<file path="config.mk">
export PLATFORM = sky130hd
export DESIGN_NAME = uop_cache_arbiter
export DESIGN_NICKNAME = d
export VERILOG_FILES = /design/src/rtl/uop_cache_pkg.sv /design/src/rtl/rr_arb2.sv /design/src/rtl/uop_cache_arbiter.sv
export SDC_FILE = /design/constraint.sdc
export NUM_CORES = 1
export LEC_CHECK = 0
export CAP_MARGIN = 20
export CORE_ASPECT_RATIO = 2
export CORE_MARGIN = 2
export CORE_UTILIZATION = 25
export DETAILED_ROUTE_END_ITERATION = 12
export GPL_TIMING_DRIVEN = 0
export PLACE_DENSITY = 0.93
export SYNTH_ARGS = -nofsm -noshare
export SYNTH_HDL_FRONTEND = slang
export SYNTH_SLANG_ARGS = --single-unit
</file>
<file path="constraint.sdc">
create_clock -name clk -period 2.2 [get_ports clk]
set_input_delay 0.44 -clock clk [delete_from_list [all_inputs] [get_ports clk]]
set_output_delay 0.44 -clock clk [all_outputs]
set_load 0.05 [all_outputs]
</file>
<file path="src/rtl/uop_cache_pkg.sv">
// Shared types and defaults for the loop-buffer micro-op cache arbiter.
// Holds the entry geometry, the FSM state encoding and the grant-owner encoding.
package uop_cache_pkg;

  localparam int ADDR_W = 3;
  localparam int DEPTH  = 1 << ADDR_W;
  localparam int DATA_W = 32;

  typedef enum logic {
    ACTIVE = 1'b0,
    FLUSH  = 1'b1
  } state_e;

  typedef enum logic {
    FILL   = 1'b0,
    REPLAY = 1'b1
  } owner_e;

endpackage

</file>
<file path="src/rtl/rr_arb2.sv">
// Two-requester round-robin arbiter that keeps its own last-grant register.
// Ports: clk/reset, en_i gates all grants, req0_i (FILL) / req1_i (REPLAY)
// are the requests, gnt0_o / gnt1_o are the one-hot combinational grants.
module rr_arb2
  import uop_cache_pkg::*;
(
  input  logic clk,
  input  logic reset,
  input  logic en_i,
  input  logic req0_i,
  input  logic req1_i,
  output logic gnt0_o,
  output logic gnt1_o
);

  owner_e last_q, last_d;

  // On a tie the requester that did not win last time is granted.
  always_comb begin
    gnt0_o = 1'b0;
    gnt1_o = 1'b0;
    if (en_i) begin
      if (req0_i && req1_i) begin
        if (last_q == REPLAY) gnt0_o = 1'b1;
        else                  gnt1_o = 1'b1;
      end else if (req0_i) begin
        gnt0_o = 1'b1;
      end else if (req1_i) begin
        gnt1_o = 1'b1;
      end
    end
  end

  always_comb begin
    last_d = last_q;
    if (gnt0_o)      last_d = FILL;
    else if (gnt1_o) last_d = REPLAY;
  end

  // Starting at REPLAY lets fill win the first tie.
  always_ff @(posedge clk) begin
    if (reset) last_q <= REPLAY;
    else       last_q <= last_d;
  end

endmodule

</file>
<file path="src/rtl/uop_cache_arbiter.sv">
// Single-port BRAM access controller for the loop-buffer micro-op cache.
// Ports: fill_* write path, rep_* replay read path, rsp_* replay response,
// flush_req/flush_ack/busy invalidate-all handshake, mem_* external BRAM port.
module uop_cache_arbiter #(
  parameter int ADDR_W = uop_cache_pkg::ADDR_W,
  parameter int DEPTH  = 1 << ADDR_W,
  parameter int DATA_W = uop_cache_pkg::DATA_W
) (
  input  logic              clk,
  input  logic              reset,
  input  logic              fill_req,
  input  logic [ADDR_W-1:0] fill_addr,
  input  logic [DATA_W-1:0] fill_data,
  output logic              fill_gnt,
  input  logic              rep_req,
  input  logic [ADDR_W-1:0] rep_addr,
  output logic              rep_gnt,
  output logic              rsp_valid,
  output logic              rsp_hit,
  output logic [DATA_W-1:0] rsp_data,
  input  logic              flush_req,
  output logic              flush_ack,
  output logic              busy,
  output logic              mem_en,
  output logic              mem_we,
  output logic [ADDR_W-1:0] mem_addr,
  output logic [DATA_W-1:0] mem_wdata,
  input  logic [DATA_W-1:0] mem_rdata
);

  import uop_cache_pkg::*;

  state_e             state_q, state_d;
  logic [DEPTH-1:0]   valid_q, valid_d;
  logic               rsp_valid_q;
  logic               rsp_hit_q;
  logic               arb_en;

  // Flush has absolute priority: a pending flush_req blocks both grants.
  assign arb_en = !reset && (state_q == ACTIVE) && !flush_req;

  rr_arb2 u_arb (
    .clk    (clk),
    .reset  (reset),
    .en_i   (arb_en),
    .req0_i (fill_req),
    .req1_i (rep_req),
    .gnt0_o (fill_gnt),
    .gnt1_o (rep_gnt)
  );

  always_comb begin
    state_d = state_q;
    valid_d = valid_q;
    unique case (state_q)
      ACTIVE: begin
        if (flush_req) state_d = FLUSH;
        if (fill_gnt)  valid_d[fill_addr] = 1'b1;
      end
      FLUSH: begin
        state_d = ACTIVE;
        valid_d = '0;
      end
      default: state_d = ACTIVE;
    endcase
  end

  assign mem_en    = fill_gnt | rep_gnt;
  assign mem_we    = fill_gnt;
  assign mem_addr  = fill_gnt ? fill_addr :
                     rep_gnt  ? rep_addr  : '0;
  assign mem_wdata = fill_gnt ? fill_data : '0;

  always_ff @(posedge clk) begin
    if (reset) begin
      state_q     <= ACTIVE;
      valid_q     <= '0;
      rsp_valid_q <= 1'b0;
      rsp_hit_q   <= 1'b0;
    end else begin
      state_q     <= state_d;
      valid_q     <= valid_d;
      rsp_valid_q <= rep_gnt;
      rsp_hit_q   <= rep_gnt & valid_q[rep_addr];
    end
  end

  // Outputs are forced low while reset is held so an in-flight
  // response is dropped rather than leaking out during reset.
  assign rsp_valid = rsp_valid_q & !reset;
  assign rsp_hit   = rsp_hit_q & !reset;
  assign rsp_data  = rsp_hit ? mem_rdata : '0;
  assign busy      = (state_q == FLUSH) && !reset;
  assign flush_ack = busy;

endmodule

</file>
==> flow_summary_export.csv, run 1 <==
group,metric,value,unit
sta,worst_pin_slew,0.510,ns
place,gp_congestion,0.781,
floorplanning,pin_count,150,
worst_hold_path,hp-class,"reg -> reg",
floorplanning,die_y,96.9,um
floorplanning,die_area,4890,sq um
synthesis,seq_area_frac_synth,22.2,%
floorplanning,core_area,4130,sq um
sta,setup_tns,0,ns
synthesis,ys_ff_latch,12,
drt,drt-initial-drc-count,25,
power,p_total,0.770,mW
sta,finalHoldViolCount,0,
power,p_leak,1.37,nW
clock_tree,clk_pin_slew,0.05,ns
sta,max_clock_freq,467,MHz
sta,finalSetupViolations,0,
clock_tree,cts_tree,"yes",
sta,period_share,97.4,%
drt,wl_per_cell,13.1,um
clock_tree,cts_sinks,12,
drt,vias_per_cell,4.75,
power,powerDensity,300,nW/um^2
sta,slew_headroom,66.2,%
outcome,outcome,"completed",
setup_path,cp.arrival,1.70,ns
layout,layout_common_cells,"clkdlybuf4s50_1, buf_4, and2_1",
global_route,gr-usage-all-layers,17.3,%
clock_tree,cts_buffer_depth,2,
synthesis,syn_nets,213,
floorplanning,start_util,26.2,%
layout,diodes,0,
synthesis,syn_inst,138,
synthesis,yosys_warnings,0,
synthesis,synth_area,1080,sq um
layout,layout.nets,371,
drt,drc,0,
clock_tree,cts_made_buffers,3,
global_route,grt_pass1_wl,6840,um
setup_path,worstSetupPathType,"in -> out",
sta,fin_crit,2.14,ns
layout,drive_above_1_share,36.1,%
sta,slew_violations,0,
clock_tree,root_buffer,"clkbuf_8",
drt,postRouteAntennaNets,0,
layout,utilization,62.1,%
drt,via_count,1644,
place,io_buffers,149,
global_route,antenna_found_initial,0,
sta,fin_hold_ws,0.459,ns
sta,rsz0062_at_grt,"false",
power,peakVddDrop,0.286,mV
synthesis,synth_cell_types,28,
setup_path,startpoint_type,"primary input",
drt,first_pass_iters,4,
clock_tree,clk_latency,0.24,ns
global_route,grt_pass1_vias,1554,
floorplanning,rows,33,
layout,layout_commonest_cell,"clkdlybuf4s50_1",
setup_path,worst_setup_path_end_kind,"output port",
place,hpwlAfterDp,3820,um
sta,final.setup_skew,0.000598,ns
clock_tree,cts_hold_buffers,0,
synthesis,synth_area_per_cell,7.82,sq um
floorplanning,die_w,50.5,um
clock_tree,cts_htree_levels,1,
flow_run,maxCapViolCount,0,
layout,syn2layout_area_growth,138,%
global_route,grt_max_degree,11,
setup_path,critPathMaxFanout,7,
setup_path,cp.required,1.76,ns
drt,wl,4530,um
global_route,overflow,0,
## synth_stat cells
cell type / count / area share [%]
and2_1: 34 / 20
and3_1: 34 / 20
dfxtp_1: 12 / 22
clkbuf_1: 10 / 3.5
nor2b_1: 6 / 3.5
a22o_1: 4 / 3.2
nor2_1: 4 / 1.4
nor3_1: 4 / 1.9
a32o_1: 3 / 2.8
buf_4: 3 / 2.1
a31oi_1: 2 / 1.2
a41oi_1: 2 / 1.6
and3_2: 2 / 1.4
buf_6: 2 / 2.1
mux2i_1: 2 / 1.9
nand2b_1: 2 / 1.2
a221o_1: 1 / 0.93
a22oi_1: 1 / 0.70
and3b_1: 1 / 0.81
buf_2: 1 / 0.46
inv_1: 1 / 0.35
mux4_2: 1 / 2.1
nand2_1: 1 / 0.35
nor3b_1: 1 / 0.70
nor4b_1: 1 / 0.81
nor4b_4: 1 / 2.2
or2_2: 1 / 0.58
or3b_2: 1 / 0.81
## critical path, cell delays in order
cell and delay (ns):
dlygate4sd2_1 0.25, nor4b_4 0.13, buf_4 0.14, and2_1 0.15
buf_6 0.13, or2_2 0.26, buf_4 0.19
## layer usage
metal / up-vias / GRT usage [%] / wire (um)
met3: 4 / 6.79 / 647
li1: 796 / - / -
met4: 0 / 4.57 / 35
met2: 127 / 34.7 / 2490
met1: 717 / 14.5 / 1360
met5: - / 0 / 0
## through the flow
step	worst slack (ns)	std cells	area [sq um]
after floorplan	0.0923	138	1080
after global placement	-1.03	339	2640
after detailed placement	-1.05	339	2640
after CTS	0.000261	345	2440
after global routing	0.00265	346	2560
final	0.0567	346	2560
## final cells by class
cell class / count / area, sq um
plain buffers: 14 / 98.8
clock buffers: 3 / 41.3
fillers: 379 / 1560
inverters: 1 / 3.75
multi-input cells: 109 / 782
flip-flops and latches: 12 / 240
well taps: 52 / 65.1
repair buffers: 155 / 1330
## logic make-up (layout without fill, tap and decap cells)
group / count (synthesis) / in the layout / synth area share (%)
simple gates: 93 / 93 / 54.9
compound gates: 13 / 13 / 10.4
mux: 3 / 3 / 3.94
buf+inv: 17 / 173 / 8.46
flops: 12 / 12 / 22.2
## timing repair
item | 4_1_cts | 5_1_grt
resized for setup | 370 | 80
setup buffers | 5 | 1
pin swaps | 1 | 1
setup endpoints to repair | 75 | 68
## final timing paths
check	endpoint	slack, ns	depth (start not counted)	startpoint
setup / recovery	mem_en	0.06	7	fill_req
hold / removal	valid_q[6]	0.46	1	valid_q[6]
setup reg to reg	valid_q[2]	0.64	8	state_q
hold reg to reg	valid_q[6]	0.46	1	valid_q[6]
## state kept, by name, summed over array words and instances, names as in the netlist
register / cells
rsp_hit_q: 1
valid_q: 8
rsp_valid_q: 1
u_arb.last_q: 1
state_q: 1
## report_power, final
group	internal (mW)	leakage (nW)	switching (mW)
Sequential	0.223	0.0973	0.00279
Combinational	0.188	1.25	0.162
Clock	0.120	0.0216	0.0747
No activity file was read; power rests on OpenSTA's default activity.
==> run 2, diff against run 1 <==
--- a/config.mk
+++ b/config.mk
@@ -12,6 +12,7 @@
 export DETAILED_ROUTE_END_ITERATION = 12
 export GPL_TIMING_DRIVEN = 0
 export PLACE_DENSITY = 0.93
+export SLEW_MARGIN = 20
 export SYNTH_ARGS = -nofsm -noshare
 export SYNTH_HDL_FRONTEND = slang
 export SYNTH_SLANG_ARGS = --single-unit
==> results of run 2 <==
No change in the layout: final DEF, timing and power equal those of run 1.
